===== src/rtl/pipeline_hazard_controller_pkg.sv =====
// Shared types and defaults for the pipeline hazard controller.
// Holds the state encoding, parameter defaults and the register-zero constant.
package pipeline_hazard_controller_pkg;

    typedef enum logic [1:0] {
        ST_RUN      = 2'd0,
        ST_MEM_WAIT = 2'd1,
        ST_FLUSH    = 2'd2,
        ST_ERROR    = 2'd3
    } hz_state_t;

    localparam int DEF_TIMEOUT_CYCLES = 255;
    localparam int DEF_CNT_W          = 32;
    localparam logic [4:0] REG_ZERO   = 5'd0;

    typedef struct packed {
        logic pc;
        logic if_id;
        logic id_ex;
        logic ex_mem;
        logic mem_wb;
    } stage_en_t;

    // Register zero is hardwired, so a load targeting it never creates a dependency.
    function automatic logic load_use_hit(
        input logic       mem_read,
        input logic [4:0] ex_rt,
        input logic [4:0] id_rs,
        input logic [4:0] id_rt
    );
        return mem_read && (ex_rt != REG_ZERO) && ((ex_rt == id_rs) || (ex_rt == id_rt));
    endfunction

endpackage


===== src/rtl/pipeline_hazard_controller_sat_counter.sv =====
// Saturating up-counter with synchronous clear and increment enable.
// Holds at all-ones instead of wrapping.
module sat_counter #(
    parameter int WIDTH = 8
) (
    input  logic             clk,
    input  logic             clr,
    input  logic             inc,
    output logic [WIDTH-1:0] count
);

    always_ff @(posedge clk) begin
        if (clr) begin
            count <= '0;
        end else if (inc && (count != '1)) begin
            count <= count + WIDTH'(1);
        end
    end

endmodule


===== src/rtl/pipeline_hazard_controller.sv =====
// Stall/flush controller for a five-stage pipeline: data-memory waits,
// taken-branch squashing and load-use interlock, plus a stall-cycle counter.
//
// state       | meaning
// ------------+---------------------------------------------------------------
// ST_RUN      | normal issue; evaluates memory wait, branch and load-use hazards
// ST_MEM_WAIT | data memory busy; whole pipeline frozen until dmem_ready
// ST_FLUSH    | second bubble after a taken branch (ID/EX cleared once more)
// ST_ERROR    | memory access timed out; pipeline frozen and flushed until rst
module pipeline_hazard_controller
    import pipeline_hazard_controller_pkg::*;
#(
    parameter int TIMEOUT_CYCLES = DEF_TIMEOUT_CYCLES,
    parameter int CNT_W          = DEF_CNT_W
) (
    input  logic             clk,
    input  logic             rst,
    input  logic             ID_EXmemRead,
    input  logic [4:0]       ID_EXregisterRt,
    input  logic [4:0]       IF_IDregisterRs,
    input  logic [4:0]       IF_IDregisterRt,
    input  logic             branch_taken,
    input  logic             dmem_req,
    input  logic             dmem_ready,
    output logic             enable_pc,
    output logic             enable_IF_ID,
    output logic             enable_ID_EX,
    output logic             enable_EX_MEM,
    output logic             enable_MEM_WB,
    output logic             flush_IF_ID,
    output logic             flush_ID_EX,
    output logic             mem_timeout,
    output logic [CNT_W-1:0] stall_cycles,
    output logic [1:0]       state_o
);

    localparam int WAIT_W = $clog2(TIMEOUT_CYCLES + 1);
    localparam logic [WAIT_W-1:0] WAIT_LIMIT = WAIT_W'(TIMEOUT_CYCLES);

    hz_state_t         state_q, state_d;
    logic [WAIT_W-1:0] wait_cnt_q;
    logic              timeout_q;

    stage_en_t en;
    logic      fl_if_id, fl_id_ex;
    logic      wait_load, wait_inc, timeout_set;
    logic      hazard;

    assign hazard = load_use_hit(ID_EXmemRead, ID_EXregisterRt, IF_IDregisterRs, IF_IDregisterRt);

    always_comb begin
        state_d     = state_q;
        en          = '1;
        fl_if_id    = 1'b0;
        fl_id_ex    = 1'b0;
        wait_load   = 1'b0;
        wait_inc    = 1'b0;
        timeout_set = 1'b0;

        if (rst) begin
            en       = '0;
            fl_if_id = 1'b1;
            fl_id_ex = 1'b1;
        end else begin
            unique case (state_q)
                ST_RUN: begin
                    if (dmem_req && !dmem_ready) begin
                        en        = '0;
                        wait_load = 1'b1;
                        state_d   = ST_MEM_WAIT;
                    end else if (branch_taken) begin
                        fl_if_id = 1'b1;
                        fl_id_ex = 1'b1;
                        state_d  = ST_FLUSH;
                    end else if (hazard) begin
                        en.pc    = 1'b0;
                        en.if_id = 1'b0;
                        fl_id_ex = 1'b1;
                    end
                end
                ST_MEM_WAIT: begin
                    // Completion cycle releases the pipeline; hazards are re-evaluated next cycle.
                    if (dmem_ready) begin
                        state_d = ST_RUN;
                    end else begin
                        en = '0;
                        if (wait_cnt_q == WAIT_LIMIT) begin
                            timeout_set = 1'b1;
                            state_d     = ST_ERROR;
                        end else begin
                            wait_inc = 1'b1;
                        end
                    end
                end
                ST_FLUSH: begin
                    fl_id_ex = 1'b1;
                    state_d  = ST_RUN;
                end
                ST_ERROR: begin
                    en       = '0;
                    fl_if_id = 1'b1;
                    fl_id_ex = 1'b1;
                end
                default: begin
                    state_d = ST_RUN;
                end
            endcase
        end
    end

    always_ff @(posedge clk) begin
        if (rst) begin
            state_q    <= ST_RUN;
            wait_cnt_q <= '0;
            timeout_q  <= 1'b0;
        end else begin
            state_q   <= state_d;
            timeout_q <= timeout_q | timeout_set;
            if (wait_load) begin
                wait_cnt_q <= WAIT_W'(1);
            end else if (wait_inc && (wait_cnt_q != '1)) begin
                wait_cnt_q <= wait_cnt_q + WAIT_W'(1);
            end else if (state_d == ST_RUN) begin
                wait_cnt_q <= '0;
            end
        end
    end

    sat_counter #(
        .WIDTH(CNT_W)
    ) u_stall_cnt (
        .clk  (clk),
        .clr  (rst),
        .inc  (~&en),
        .count(stall_cycles)
    );

    assign enable_pc     = en.pc;
    assign enable_IF_ID  = en.if_id;
    assign enable_ID_EX  = en.id_ex;
    assign enable_EX_MEM = en.ex_mem;
    assign enable_MEM_WB = en.mem_wb;
    assign flush_IF_ID   = fl_if_id;
    assign flush_ID_EX   = fl_id_ex;
    assign mem_timeout   = timeout_q & ~rst;
    assign state_o       = state_q;

endmodule

===== config.mk =====
export PLATFORM = sky130hd
export DESIGN_NAME = pipeline_hazard_controller
export DESIGN_NICKNAME = d
export VERILOG_FILES = /design/src/rtl/pipeline_hazard_controller_pkg.sv /design/src/rtl/pipeline_hazard_controller_sat_counter.sv /design/src/rtl/pipeline_hazard_controller.sv
export SDC_FILE = /design/constraint.sdc
export NUM_CORES = 1
export LEC_CHECK = 0
export CORE_ASPECT_RATIO = 1.5
export CORE_MARGIN = 4
export CORE_UTILIZATION = 30
export CTS_CLUSTER_DIAMETER = 30
export DETAILED_ROUTE_END_ITERATION = 10
export SLEW_MARGIN = 5
export SYNTH_ARGS = -nofsm -noshare
export SYNTH_HDL_FRONTEND = slang
export SYNTH_HIERARCHICAL = 1
export SYNTH_SLANG_ARGS = --single-unit
export TNS_END_PERCENT = 30

===== constraint.sdc =====
create_clock -name clk -period 4.2 [get_ports clk]
set_input_delay 0.84 -clock clk [delete_from_list [all_inputs] [get_ports clk]]
set_output_delay 0.84 -clock clk [all_outputs]
set_load 0.05 [all_outputs]

==> results of run 1 <==
## through the flow
step	setup slack (ns)	area [sq um]	util, %	total power [mW]
floorplan	0.293	2660	-	0.556
global placement	0.461	3450	40.5	0.642
detailed placement	0.378	3450	40.5	0.643
CTS	0.678	3590	42.2	1.03
global route	0.395	3590	42.2	1.06
finish	0.659	3590	42.2	1.01
## routing by layer
layer | global-route usage (%) | vias up | part of all wire, %
met1 | 16.1 | 1242 | 43
met4 | 4.85 | 0 | 1.7
li1 | - | 1331 | -
met5 | 0 | - | 0
met2 | 25.0 | 51 | 51
met3 | 3.00 | 7 | 4.6
## registers in the layout (all words and copies together) (netlist names)
signal / flops
state_o: 2
timeout_q: 1
wait_cnt_q: 8
u_stall_cnt/count: 32
## report_power, final
group / switching (mW) / leakage (nW) / internal [mW]
clock: 0.161 / 0.0669 / 0.220
combinational: 0.116 / 0.726 / 0.0923
sequential: 0.0113 / 0.347 / 0.415
total: 0.288 / 1.14 / 0.727
## worst min-delay path by stage
stage,endpoint,start,slack [ns],cells past startpoint
4_1_cts,wait_cnt_q[1]$_SDFFE_PP0P_,wait_cnt_q[1]$_SDFFE_PP0P_,0.49,2
3_3_place_gp,wait_cnt_q[1]$_SDFFE_PP0P_,wait_cnt_q[1]$_SDFFE_PP0P_,0.47,2
6_report,wait_cnt_q[1]$_SDFFE_PP0P_,wait_cnt_q[1]$_SDFFE_PP0P_,0.49,2
2_1_floorplan,wait_cnt_q[1]$_SDFFE_PP0P_,wait_cnt_q[1]$_SDFFE_PP0P_,0.45,2
3_5_place_dp,wait_cnt_q[1]$_SDFFE_PP0P_,wait_cnt_q[1]$_SDFFE_PP0P_,0.48,2
5_1_grt,u_stall_cnt/count[23]$_SDFFE_PP0P_,u_stall_cnt/count[23]$_SDFFE_PP0P_,0.53,2
## cells in the mapped netlist, drive strengths merged, types with 2 or more instances
cell type / n
xnor2: 17
a31oi: 6
nor2: 20
and3: 5
mux2: 2
o21ai: 16
clkbuf: 10
o22ai: 3
dfxtp: 43
and2: 2
nand2b: 3
nor3b: 4
nor2b: 7
buf: 8
inv: 6
o21bai: 2
and4: 4
nor4: 5
nand3: 26
a21o: 3
or3: 11
ha: 7
o21a: 3
o31ai: 12
a211oi: 2
o22a: 2
o211ai: 3
a2111oi: 2
nand2: 18
nor3: 3
or4: 13
nand4: 14
a21oi: 26
## worst max-delay path, stage by stage
cell,delay [ns]
clkdlybuf4s50_1,0.54
xnor2_1,0.14
nand3_1,0.09
o22ai_1,0.21
nand2_1,0.09
o21ai_0,0.28
nand4_1,0.21
nor4_2,0.51
nand4_1,0.15
nor4_1,0.29
mux2_2,0.37
## placed cells by master, fill, tap and decap left out, types with 2 or more instances in the layout
master / n
o31ai_1: 12
or4_1: 13
a31oi_1: 5
o21a_1: 3
nor2b_1: 6
nor4_1: 3
and3_1: 4
inv_1: 6
and2_1: 2
nor4_2: 2
dfxtp_1: 43
buf_12: 7
clkbuf_16: 5
nand2b_1: 3
o211ai_1: 3
ha_1: 7
nor3b_2: 2
o21ai_0: 13
nand4_1: 13
or3_1: 10
and4_1: 4
a2111oi_0: 2
a21oi_1: 26
o21bai_1: 2
o22a_1: 2
nand3_1: 25
clkdlybuf4s50_1: 54
o22ai_1: 3
xnor2_1: 17
o21ai_1: 2
nor2_1: 19
nor3_1: 3
a211oi_1: 2
a21o_1: 3
nor3b_1: 2
nand2_1: 18
buf_4: 8
## area by class of cell
class / instances / area share (%)
Clock buffer: 6 / 3.59
Clock inverter: 2 / 0.348
Inverter: 6 / 0.627
Multi-Input combinational cell: 254 / 47.1
Sequential cell: 43 / 24.0
Tap cell: 107 / 3.73
Timing Repair Buffer: 69 / 20.6
## logic make-up after synthesis
| kind of cell | count (synthesis) |
|---|---|
| multiplexers | 3 |
| adder cells (fa/ha/maj) | 7 |
| AO/OA/AOI/OAI | 88 |
| flip-flops | 43 |
| XOR/XNOR | 18 |
| AND/OR/NAND/NOR | 138 |
| buffers and inverters | 24 |
==> results.json, run 1 <==
{
  "vias_per_cell": 5.40,
  "cts_tree": "done",
  "die_y_um": 123,
  "grt_pass1_wl_mm": 11.9,
  "yosys_warnings": 6,
  "clockBufferDepth": 2,
  "synth_mux_area_share_pct": 1.22,
  "seq_area_sq_um": 861,
  "avgRoutedWirePerCell_um": 14.6,
  "cp.arrival_ns": 3.71,
  "synthXorXnorAreaFrac_pct": 5.93,
  "synth_fa_ha_area_share_pct": 3.30,
  "outcome": "finished, final reports clean",
  "synth_ff_type": "dfxtp_1",
  "multi_input_area_sq_um": 1690,
  "cp.required_ns": 4.37,
  "async_reset_ff_share_pct": 0,
  "ir_drop_uv": 160,
  "pwr_density_cell_nw_per_um2": 282,
  "core_sq_um": 8520,
  "cts_buffers": 5,
  "reg2reg_slack_ns": 1.11,
  "rows": 41,
  "synthesis.area_sq_um": 2660,
  "clk_pin_slew_ns": 0.06,
  "max_slew_margin_pct": 40.9,
  "worstMarginPinSlew_ns": 0.886,
  "hold_buffers": 0,
  "drtAntennaViolNets": 0,
  "synth.distinct_cells": 59,
  "vias": 2631,
  "yosys.area.top_type": "dfxtp_1",
  "maxCapViolCount": 0,
  "start_util_pct": 31.2,
  "r2r_cells": 11,
  "cts.sinks": 43,
  "path_max_fanout": 6,
  "dr.pass1.iters": 4,
  "totalWireLength_mm": 7.10,
  "synth_compound_area_share_pct": 22.4,
  "htreeDepth": 2,
  "clk_latency_ns": 0.28,
  "antenna_found_initial": 0,
  "rsz0062_at_grt": "no",
  "ys_ff_latch": 43,
  "synth_top_area_share_pct": 32.4,
  "final.period_utilization_pct": 84.3,
  "drtIter0Drc": 124,
  "overflow": 0,
  "holdWs_ns": 0.486,
  "crit_type": "in -> reg",
  "first_global_vias": 2492,
  "synth_area_leaders": "dfxtp_1, xnor2_1, a21oi_1",
  "rr_endpoint": "u_stall_cnt/count[31]$_SDFFE_PP0P_",
  "synth_top_family_by_area": "simple AND/OR/NAND/NOR gates",
  "fin_skew_ns": 0.00601,
  "netlist_instances": 321,
  "leakage_nw": 1.14,
  "synth_edf_count": 0,
  "synthSimpleGateAreaFrac_pct": 30.7,
  "min_period_ns": 3.54,
  "gp_congestion": 0.838,
  "syn_nets": 349,
  "avgSynthCellArea_sq_um": 8.28,
  "setup_viol": 0,
  "nets": 407,
  "fmaxAchievable_mhz": 282,
  "fillCellCount": 865,
  "seq_area_frac_synth_pct": 32.4,
  "dp_cells": 479,
  "setup-tns-final_ns": 0,
  "hold_violations": 0,
  "crit_path_end": "u_stall_cnt/count[31]$_SDFFE_PP0P_",
  "area_growth_pct": 35.3,
  "antenna_cells": 0,
  "dp_hpwl_mm": 5.25,
  "drc_errors": 0,
  "track_usage_pct": 13.9,
  "io_pins": 63,
  "grt_max_degree": 48,
  "cts-resized-gates": 0,
  "slew_violations": 0,
  "startpoint": "ID_EXregisterRt[3]",
  "r2r-start": "state_o[0]$_SDFF_PP0_",
  "stdcell_count": 487,
  "die_area_sq_um": 10500,
  "endpoint_kind": "flip-flop",
  "final_layout_size_suffix_gt1_share_pct": 10.0,
  "start_kind": "input pin",
  "cts_setup_buffers": 0,
  "port_buffers": 62,
  "die_w_um": 84.8,
  "root_buffer": "clkbuf_16",
  "hold_path_class": "reg -> reg"
}
(Power assumes the default switching activity.)
==> inputs of run 2 (changes only) <==
==> constraint.sdc (replaced) <==
create_clock -name clk -period 3.39 [get_ports clk]
set_input_delay 0.678 -clock clk [delete_from_list [all_inputs] [get_ports clk]]
set_output_delay 0.678 -clock clk [all_outputs]
set_load 0.05 [all_outputs]
==> results.json, run 2 (same netlist as run 1, synthesis figures left out) <==
{
  "rows": 41,
  "first_global_vias": 2664,
  "endpoint_kind": "primary output",
  "core_sq_um": 8520,
  "p_int_mw": 0.907,
  "vias_per_cell": 5.39,
  "cts.sinks": 43,
  "cp.required_ns": 2.71,
  "hold_path_class": "reg -> reg",
  "final.period_utilization_pct": 94.7,
  "overflow": 0,
  "max_slew_margin_pct": 42.3,
  "hold_violations": 0,
  "area_growth_pct": 38.7,
  "htreeDepth": 2,
  "clk_latency_ns": 0.28,
  "critPathBufInv": 3,
  "ir_drop_uv": 274,
  "crit_chain": "clkdlybuf4s50_1, or4_1, o21a_1, nand2_1, buf_4, o21a_1, buf_12",
  "root_buffer": "clkbuf_16",
  "dp_hpwl_mm": 5.57,
  "cts_buffers": 5,
  "stdcell_count": 495,
  "p_switching_mw": 0.364,
  "dpl_cell_area_sq_um": 3530,
  "critical_path.top_delay_family": "buffers and inverters",
  "post-route-util_pct": 43.3,
  "drtAntennaViolNets": 0,
  "maxCapViolCount": 0,
  "clockBufferDepth": 2,
  "rsz0062_at_grt": "no",
  "power.total_mw": 1.27,
  "fin_skew_ns": 0.00366,
  "dr.pass1.iters": 4,
  "dp_cells": 487,
  "cp_slowest_cell": "or4_1",
  "setup_viol": 0,
  "final_cell_mix": "clkdlybuf4s50_1, dfxtp_1, a21oi_1, nand3_1, nor2_1",
  "holdWs_ns": 0.483,
  "power.share.sequential_pct": 41.6,
  "largest_register_ffs": 32,
  "die_w_um": 84.8,
  "io_pins": 63,
  "port_buffers": 62,
  "gp_congestion": 0.838,
  "start_util_pct": 31.2,
  "grt_pass1_wl_mm": 12.6,
  "worst_slack_ns": 0.181,
  "clkPwrFrac_pct": 37.4,
  "cts_tree": "done",
  "final_layout_size_suffix_gt1_share_pct": 13.1,
  "final_common_cell": "clkdlybuf4s50_1",
  "setup-tns-final_ns": 0,
  "finish.instance_area_sq_um": 3680,
  "largest_register": "u_stall_cnt/count",
  "vias": 2669,
  "die_y_um": 123,
  "slew_violations": 0,
  "track_usage_pct": 14.5,
  "start_kind": "input pin",
  "avgRoutedWirePerCell_um": 14.9,
  "nets": 415,
  "grt_max_degree": 48,
  "pwr_density_cell_nw_per_um2": 345,
  "crit_top_cell": "o21a_1",
  "drtIter0Drc": 108,
  "post-place-ws_ns": -0.185,
  "worstMarginPinSlew_ns": 0.866,
  "cp.arrival_ns": 2.53,
  "min_period_ns": 3.21,
  "path_max_fanout": 3,
  "leakage_nw": 1.18,
  "die_area_sq_um": 10500,
  "antenna_cells": 0,
  "totalWireLength_mm": 7.38,
  "cts_setup_buffers": 0,
  "antenna_found_initial": 0,
  "slowest_delay_ns": 0.58,
  "fmaxAchievable_mhz": 312,
  "switching_share_pct": 28.6,
  "clk_pin_slew_ns": 0.06,
  "outcome": "finished, final reports clean",
  "combPwrFrac_pct": 21.0,
  "crit_type": "in -> out",
  "drc_errors": 0
}
run 2: routing by layer:
| metal | global-route usage, % | up-vias | share of wire, % |
|---|---|---|---|
| met4 | 4.26 | 0 | 0.98 |
| met1 | 16.3 | 1267 | 41 |
| met5 | 0 | - | 0 |
| met3 | 2.33 | 7 | 3.6 |
| li1 | - | 1349 | - |
| met2 | 27.7 | 46 | 54 |
run 2: tightest hold or removal path: cells and delay by family, from the launching register on:
family          cells  cell delay [ns]
compound gates      1             0.05
simple gates        1             0.07
flops               1             0.32
run 2: worst paths after layout:
check | from | slack, ns | cells after the start | end
setup reg to reg | u_stall_cnt/count[13]$_SDFFE_PP0P_ | 0.68 | 6 | u_stall_cnt/count[5]$_SDFFE_PP0P_
setup / recovery | ID_EXregisterRt[1] | 0.18 | 7 | enable_IF_ID
hold / removal | wait_cnt_q[1]$_SDFFE_PP0P_ | 0.48 | 2 | wait_cnt_q[1]$_SDFFE_PP0P_
hold reg to reg | wait_cnt_q[1]$_SDFFE_PP0P_ | 0.48 | 2 | wait_cnt_q[1]$_SDFFE_PP0P_
run 2: power by group through the flow:
| stage | clock [mW] | combinational (mW) | sequential [mW] |
|---|---|---|---|
| 6_report | 0.475 | 0.268 | 0.528 |
| 5_1_grt | 0.509 | 0.287 | 0.530 |
| 4_1_cts | 0.489 | 0.268 | 0.528 |
| 3_5_place_dp | 0 | 0.267 | 0.539 |
| 3_3_place_gp | 0 | 0.264 | 0.540 |
| 2_1_floorplan | 0 | 0.129 | 0.560 |
run 2: area by class of cell:
type	instances	area (sq um)
clock inverter	2	12.5
inverter	6	22.5
sequential	43	863
multi-input combinational	254	1710
fill	875	4830
tap	107	134
clock buffer	6	129
timing repair buffer	77	813
run 2: repair_timing:
| item | in CTS | in global routing |
|---|---|---|
| setup endpoints to repair | 0 | 6 |
| hold endpoints to repair | 0 | 0 |
| hold buffers | 0 | 0 |
| gates resized for setup | 0 | 3 |
